===== src/rtl/line_pkg.sv =====
// Shared types and constants for the keyboard line assembler.
package line_pkg;
  typedef enum logic {EDIT = 1'b0, HOLD = 1'b1} state_t;

  localparam int CHAR_PRINT_MIN    = 32;
  localparam int CHAR_PRINT_MAX    = 126;
  localparam int MAX_CHARS_DEFAULT = 32;
  localparam int CHAR_W_DEFAULT    = 8;
endpackage


===== src/rtl/line_event_arbiter.sv =====
// Combinational keystroke arbiter: enter > bksp > key, printable/capacity check, drop flag.
// Zero latency; while not editing every incoming event is flagged as dropped.
module line_event_arbiter
  import line_pkg::*;
#(
  parameter int MAX_CHARS = MAX_CHARS_DEFAULT,
  parameter int CHAR_W    = CHAR_W_DEFAULT,
  parameter int CW        = $clog2(MAX_CHARS + 1)
) (
  input  logic              i_edit,
  input  logic              i_key,
  input  logic              i_enter,
  input  logic              i_bksp,
  input  logic [CHAR_W-1:0] i_char,
  input  logic [CW-1:0]     i_cursor,
  output logic              o_do_key,
  output logic              o_do_bksp,
  output logic              o_do_enter,
  output logic              o_drop
);
  logic [15:0] w_code;
  logic        w_printable;
  logic        w_empty;
  logic        w_full;

  assign w_code      = 16'(i_char);
  assign w_printable = (w_code >= 16'(CHAR_PRINT_MIN)) && (w_code <= 16'(CHAR_PRINT_MAX));
  assign w_empty     = (i_cursor == '0);
  assign w_full      = (i_cursor == CW'(MAX_CHARS));

  always_comb begin
    o_do_key   = 1'b0;
    o_do_bksp  = 1'b0;
    o_do_enter = 1'b0;
    o_drop     = 1'b0;
    if (!i_edit) begin
      o_drop = i_key | i_enter | i_bksp;
    end else if (i_enter) begin
      // Enter on an empty line is ignored, but coinciding events still lose.
      o_do_enter = !w_empty;
      o_drop     = i_key | i_bksp;
    end else if (i_bksp) begin
      o_do_bksp = !w_empty;
      o_drop    = i_key;
    end else if (i_key) begin
      o_do_key = w_printable && !w_full;
      o_drop   = !(w_printable && !w_full);
    end
  end
endmodule


===== src/rtl/line_assembler.sv =====
// Builds a text line from keystroke pulses; presents it via valid/ready, edits blocked until accepted.
// 1-cycle event latency; optional display echo outputs under LINE_ASSEMBLER_ECHO_EN.
module line_assembler
  import line_pkg::*;
#(
  parameter int MAX_CHARS = MAX_CHARS_DEFAULT,
  parameter int CHAR_W    = CHAR_W_DEFAULT
) (
  input  logic                           clk_in,
  input  logic                           rst_in,
  input  logic                           key_pressed,
  input  logic                           enter_pressed,
  input  logic                           bksp_pressed,
  input  logic [15:0]                    character,
  output logic                           line_valid,
  input  logic                           line_ready,
  output logic [MAX_CHARS*CHAR_W-1:0]    line_data,
  output logic [$clog2(MAX_CHARS+1)-1:0] line_len,
  output logic [$clog2(MAX_CHARS+1)-1:0] cursor_pos,
  output logic                           buf_full,
  output logic                           drop_pulse
`ifdef LINE_ASSEMBLER_ECHO_EN
  ,
  output logic                           echo_valid,
  output logic [CHAR_W-1:0]              echo_char,
  output logic [$clog2(MAX_CHARS+1)-1:0] echo_pos,
  output logic                           echo_erase
`endif
);
  localparam int CW = $clog2(MAX_CHARS + 1);

  state_t            r_state;
  logic [CHAR_W-1:0] r_buf [MAX_CHARS];
  logic [CW-1:0]     r_cursor;
  logic [CW-1:0]     r_len;
  logic              r_valid;
  logic              r_drop;

  logic              w_do_key;
  logic              w_do_bksp;
  logic              w_do_enter;
  logic              w_drop;
  logic [CHAR_W-1:0] w_char;
  logic              w_unused_char;

  assign w_char        = character[CHAR_W-1:0];
  assign w_unused_char = ^character;

  line_event_arbiter #(
    .MAX_CHARS (MAX_CHARS),
    .CHAR_W    (CHAR_W),
    .CW        (CW)
  ) u_arb (
    .i_edit     (r_state == EDIT),
    .i_key      (key_pressed),
    .i_enter    (enter_pressed),
    .i_bksp     (bksp_pressed),
    .i_char     (w_char),
    .i_cursor   (r_cursor),
    .o_do_key   (w_do_key),
    .o_do_bksp  (w_do_bksp),
    .o_do_enter (w_do_enter),
    .o_drop     (w_drop)
  );

  always_ff @(posedge clk_in) begin
    if (rst_in) begin
      r_state  <= EDIT;
      r_cursor <= '0;
      r_len    <= '0;
      r_valid  <= 1'b0;
      r_drop   <= 1'b0;
      for (int i = 0; i < MAX_CHARS; i++) r_buf[i] <= '0;
    end else begin
      r_drop <= w_drop;
      case (r_state)
        EDIT: begin
          if (w_do_enter) begin
            r_len   <= r_cursor;
            r_valid <= 1'b1;
            r_state <= HOLD;
          end else if (w_do_bksp) begin
            r_cursor <= r_cursor - CW'(1);
            for (int i = 0; i < MAX_CHARS; i++)
              if (r_cursor == CW'(i + 1)) r_buf[i] <= '0;
          end else if (w_do_key) begin
            r_cursor <= r_cursor + CW'(1);
            for (int i = 0; i < MAX_CHARS; i++)
              if (r_cursor == CW'(i)) r_buf[i] <= w_char;
          end
        end
        HOLD: begin
          // Buffer doubles as the presented line, so acceptance wipes it for the next edit.
          if (line_ready) begin
            r_valid  <= 1'b0;
            r_cursor <= '0;
            r_state  <= EDIT;
            for (int i = 0; i < MAX_CHARS; i++) r_buf[i] <= '0;
          end
        end
      endcase
    end
  end

  always_comb begin
    line_data = '0;
    for (int i = 0; i < MAX_CHARS; i++) line_data[i*CHAR_W +: CHAR_W] = r_buf[i];
  end

  assign line_valid = r_valid;
  assign line_len   = r_len;
  assign cursor_pos = r_cursor;
  assign buf_full   = (r_cursor == CW'(MAX_CHARS));
  assign drop_pulse = r_drop;

`ifdef LINE_ASSEMBLER_ECHO_EN
  logic              r_echo_valid;
  logic [CHAR_W-1:0] r_echo_char;
  logic [CW-1:0]     r_echo_pos;
  logic              r_echo_erase;

  always_ff @(posedge clk_in) begin
    if (rst_in) begin
      r_echo_valid <= 1'b0;
      r_echo_char  <= '0;
      r_echo_pos   <= '0;
      r_echo_erase <= 1'b0;
    end else begin
      r_echo_valid <= w_do_key | w_do_bksp;
      r_echo_char  <= w_do_key ? w_char : '0;
      r_echo_pos   <= w_do_key ? r_cursor : (w_do_bksp ? r_cursor - CW'(1) : '0);
      r_echo_erase <= w_do_bksp;
    end
  end

  assign echo_valid = r_echo_valid;
  assign echo_char  = r_echo_char;
  assign echo_pos   = r_echo_pos;
  assign echo_erase = r_echo_erase;
`endif
endmodule


===== config.mk =====
export PLATFORM = sky130hd
export DESIGN_NAME = line_assembler
export DESIGN_NICKNAME = d
export VERILOG_FILES = /design/src/rtl/line_pkg.sv /design/src/rtl/line_event_arbiter.sv /design/src/rtl/line_assembler.sv
export SDC_FILE = /design/constraint.sdc
export NUM_CORES = 1
export LEC_CHECK = 0
export ABC_CLOCK_PERIOD_IN_PS = 2910
export BUFFER_PORTS_ARGS = -buffer_cell sky130_fd_sc_hd__clkbuf_2
export CAP_MARGIN = 20
export CORE_UTILIZATION = 49
export CTS_BUF_LIST = sky130_fd_sc_hd__clkbuf_8
export DETAILED_ROUTE_END_ITERATION = 7
export PLACE_DENSITY_LB_ADDON = 0.3
export SYNTH_ARGS = -nofsm -noshare
export SYNTH_HDL_FRONTEND = slang
export SYNTH_SLANG_ARGS = --single-unit

===== constraint.sdc =====
create_clock -name clk_in -period 2.91 [get_ports clk_in]
set_input_delay 0.4365 -clock clk_in [delete_from_list [all_inputs] [get_ports clk_in]]
set_output_delay 0.4365 -clock clk_in [all_outputs]
set_load 0.01 [all_outputs]

Word level (Yosys, flattened, before mapping)
Memories as Yosys holds them, arrays and structs flattened.
Cells that the tools add are included.
Storage, ports and cells
  input port bits: 22
  word-level logic and storage cells: 666
  memories: 1
  register bits: 15
  output and inout bits: 271
  memory bits (writable): 256
Memory list
  r_buf: depth 32, bits a word 8, read ports 32, clocked after Yosys merged registers in 0, write ports 32, line line_assembler.sv:33  | logic [CHAR_W-1:0] r_buf [MAX_CHARS];
Cells by class
  order comparisons: 2
  bitwise gates (word level): 100
  equal/unequal tests: 36
  add/subtract/negate cells: 2
  reduce and logical (&&, ||, !) cells: 9
  muxes and demuxes: 511
Operator list (number)
  $mux W8: 96
  $mux W1: 408
  $or A1 B1 Y1: 99
  $eq A6 B5 Y1 const B: 16
  $eq A6 B4 Y1 const B: 8
  $eq A6 B3 Y1 const B: 4
  $mux W6: 4
  $eq A6 B2 Y1 const B: 2
  $pmux W6 S2: 1
  $ge A8 B6 Y1 const B: 1
  $le A8 B7 Y1 const B: 1
  $add A6 B1 Y6 const B: 1
  $eq A6 B1 Y1 const B: 1
  $eq A6 B6 Y1 const B: 1
  $logic_not A6 Y1: 1
  $ne A2 B2 Y1 const B: 3
  $sub A6 B1 Y6 const B: 1
  $pmux W1 S2: 2
  $reduce_and A2 Y1: 2
  $logic_not A1 Y1: 3
  $ne A3 B3 Y1 const B: 1
  $reduce_and A3 Y1: 1
  $logic_and A1 B1 Y1: 2
  $not A1 Y1: 1

Longest topological paths before layout
  depth in word-level cells: 15
  mapped depth: 12
  mapped depth without buffers: 7

Modules after synthesis
From an unflattened synthesis, not the netlist that was laid out.
Second synthesis, totals
  cell total of the unflattened synthesis: 789
  area, all modules: 10238.6 um^2
Modules (own cells, without submodules)
  line_assembler: cells each 770, times used 1, area each 10110.9 um^2, seq. area each 6626.4 um^2
  line_event_arbiter: cells each 19, times used 1, area each 127.6 um^2, seq. area each 0.0 um^2

Worst setup path after synthesis
Ideal clock, no wire load.
  path type: reg-to-reg
  start: register r_cursor[0], in the netlist cursor_pos[0]
  end: memory r_buf[0][40] in the netlist's numbering, enable pin
  required time: 2.573 ns
  slack: -0.266 ns
  period minus slack after synthesis: 3.176 ns
  stages on the path, launching flop included: 11
  buffers on the path: 3
  setup time: 0.337 ns
  arrival: 2.840 ns
  cells stage by stage: dfxtp_1 -> inv_1 -> ha_1 -> or3b_1 -> buf_4 -> o211ai_4 -> or4_4 -> buf_6 -> buf_4 -> nor4_2 -> a311o_1
RTL lines
  from (decl): line line_assembler.sv:34  | logic [CW-1:0] r_cursor;
  from (signal assigned): line line_assembler.sv:83  | r_cursor <= r_cursor - CW'(1);
  from (signal assigned): line line_assembler.sv:87  | r_cursor <= r_cursor + CW'(1);
  to (decl): line line_assembler.sv:33

==> results.sh <==
export IMPL_drive_above_1_share=0.348
export IMPL_setup_viol=0
export IMPL_cp_start_kind="flop"
export IMPL_critPathKind="reg2reg"
export IMPL_die_area_mm2=0.0223
export IMPL_dr_total_vias=8467
export IMPL_ios=293
export IMPL_crit_fanout=22
export IMPL_worst_pin_slew_ps=968
export IMPL_finClkSkew_ps=30.0
export IMPL_crit_chain="inv_1, ha_1, or3b_1, o211ai_4, or4_4, or4_4, and3_1"
export IMPL_start_util=0.503
export IMPL_syn_avg_cell_area_um2=11.9
export IMPL_crit_slowest_cell="or4_4"
export IMPL_synthDominantCellAreaShare=0.339
export IMPL_clk_pin_slew_worst_paths_ps=70
export IMPL_clk_path_buf_depth=3
export IMPL_hold_buffers=0
export IMPL_cellPowerDensity_mw_per_mm2=662
export IMPL_cts_sinks=271
export IMPL_cp_startpoint="cursor_pos[0]"
export IMPL_place_ws_ps=162
export IMPL_syn_instance_count=896
export IMPL_ys_warn_count=0
export IMPL_die_y_um=149
export IMPL_max_freq_mhz=363
export IMPL_p_leak_nw=5.99
export IMPL_crit_arrival_ps=3170
export IMPL_ys_top_cells_by_area="edfxtp_1 34%, dfxtp_1 28%, and2_1 6.5%, mux2i_1 4.0%, o211ai_1 4.0%"
export IMPL_synth_top_cells_by_count="151 x dfxtp_1, 120 x edfxtp_1, 111 x and2_1"
export IMPL_rsz0062_at_grt="no"
export IMPL_end_kind="flop"
export IMPL_multiInputGateArea_mm2=0.00380
export IMPL_relSlewSlack=0.352
export IMPL_antenna_found_initial=1
export IMPL_ir_drop_mv=0.376
export IMPL_ys_seq_elements=271
export IMPL_period_minus_slack_ps=2750
export IMPL_nets=1253
export IMPL_grt_pass1_vias=8009
export IMPL_post_synth_top_area_cell="edfxtp_1"
export IMPL_hold_viol=0
export IMPL_h_tree_depth=2
export IMPL_wl_per_cell_um=19.2
export IMPL_netlist_area_mm2=0.0106
export IMPL_fill_cells=1753
export IMPL_rr_startpoint="cursor_pos[0]"
export IMPL_grtUsageTotal=0.262
export IMPL_syn_to_final_growth_pct=26.3
export IMPL_timing_critical_path_mode_cell="or4_4"
export IMPL_p_total_mw=8.89
export IMPL_cts_tree="done"
export IMPL_root_buffer="clkbuf_8"
export IMPL_dpl_hpwl_um=20700
export IMPL_viasPerCell=5.53
export IMPL_diodes=0
export IMPL_synth_cell_types=59
export IMPL_worstHoldStart="key_pressed"
export IMPL_final_util=0.635
export IMPL_wl_um=29400
export IMPL_synthArstFlopShare=0
export IMPL_ff_latch_area_mm2=0.00663
export IMPL_post_route_drc_count=0
export IMPL_io_buffers=284
export IMPL_slowest_delay_ps=740
export IMPL_finalCritPeriodShare=0.946
export IMPL_cts_made_buffers=42
export IMPL_synth_most_common_cell="dfxtp_1"
export IMPL_rows=53
export IMPL_seq_area_frac_synth=0.623
export IMPL_first_iter_violations=409
export IMPL_grt_pass1_wl_um=45000
export IMPL_core_area_mm2=0.0212
export IMPL_fp_dieW_um=149
export IMPL_worst_ep_required_time_ps=3330
export IMPL_drt_first_pass_iters=5
export IMPL_worst_slack_ps=158
export IMPL_final_max_slew_viol_count=0
export IMPL_overflow=0
export IMPL_synth_flop_cell="dfxtp_1"
export IMPL_grt_max_degree=61
export IMPL_clk_latency_ps=540
export IMPL_run_status="finished, final reports clean"
export IMPL_hp_class="in2reg"
export IMPL_gp_congestion=0.950
export IMPL_synth_edf_count=120
export IMPL_final_antenna_net_count=0
export IMPL_drv_cap=0
power by group:
part	internal, mW	switching (mW)	total, mW
sequential	4.21	0.0956	4.30
clock	1.67	1.40	3.07
combinational	0.488	1.03	1.52
stage by stage:
step	instance area (um^2)	TNS, ps	hold slack, ps	instances
CTS	13400	0	169	1531
global route	13400	0	179	1531
finish	13400	0	198	1531
global placement	12600	0	442	1457
floorplan	10700	-3900	481	910
detailed placement	12600	0	446	1457
placed cells by master (no fill, tap or decap), types with 5 or more instances in the layout:
cell and instances:
ha_1 5, nor2b_1 5, and3_1 18, inv_1 15, mux2i_1 43, a21oi_1 16, a211o_1 6, nand2b_1 5
a22o_1 7, edfxtp_1 120, clkbuf_8 51, o21ai_0 63, o211ai_1 57, a31oi_1 8, and2_1 111, nand3_1 14
nor3_2 5, a311o_2 9, clkbuf_2 284, or4_4 5, o2bb2ai_1 14, clkinv_1 7, a41oi_1 8, dfxtp_1 149
or2_2 5, buf_4 51, nor2_1 11, nand2_1 86, conb_1 15
area by class of cell:
| class | instances | share of cell area |
|---|---|---|
| Clock inverter | 23 | 0.00876 |
| Timing Repair Buffer | 336 | 0.136 |
| Multi-Input combinational cell | 571 | 0.283 |
| Sequential cell | 271 | 0.494 |
| Tap cell | 275 | 0.0256 |
| Clock buffer | 51 | 0.0523 |
| Inverter | 4 | 0.00112 |
kinds of logic after synthesis:
group	count (synthesis)	synth area share
other	1	0.000353
flip-flops	271	0.623
AND/OR/NAND/NOR	302	0.164
buffers and inverters	68	0.0311
multiplexers	43	0.0405
AO/OA/AOI/OAI	205	0.134
adder cells (fa/ha/maj)	6	0.00683
path summary, 6_finish.rpt:
kind / to / slack [ps] / depth (start not counted)
max reg2reg: r_buf[1][47] / 160 / 7
max: r_buf[1][47] / 160 / 7
min: drop_pulse / 200 / 3
min reg2reg: line_len[2] / 460 / 2
worst max-delay path, delay by kind of cell, from the launching register on:
family	cells	cell delay [ps]
simple gates	4	1940
buf+inv	1	50
compound gates	1	100
flops	1	330
fa+ha+maj	1	200
layer usage:
metal  track usage  share of wire  vias to the layer above
met5             0        0.00058                        -
met4        0.0776          0.019                        2
met3        0.0691          0.086                       43
met2         0.432           0.48                      393
met1         0.339           0.42                     4096
li1              -              -                     3933
state kept, by name (all words and copies together) (netlist names):
name and count:
drop_pulse 1, line_len 6, r_state 1, line_valid 1, r_buf 256, cursor_pos 6
repair_timing:
action / in CTS / in global routing
buffers inserted: 0 / 0
gates resized for setup: 0 / 2
setup endpoints to repair: 0 / 7
Note: power is estimated with default switching activity, not from simulation.
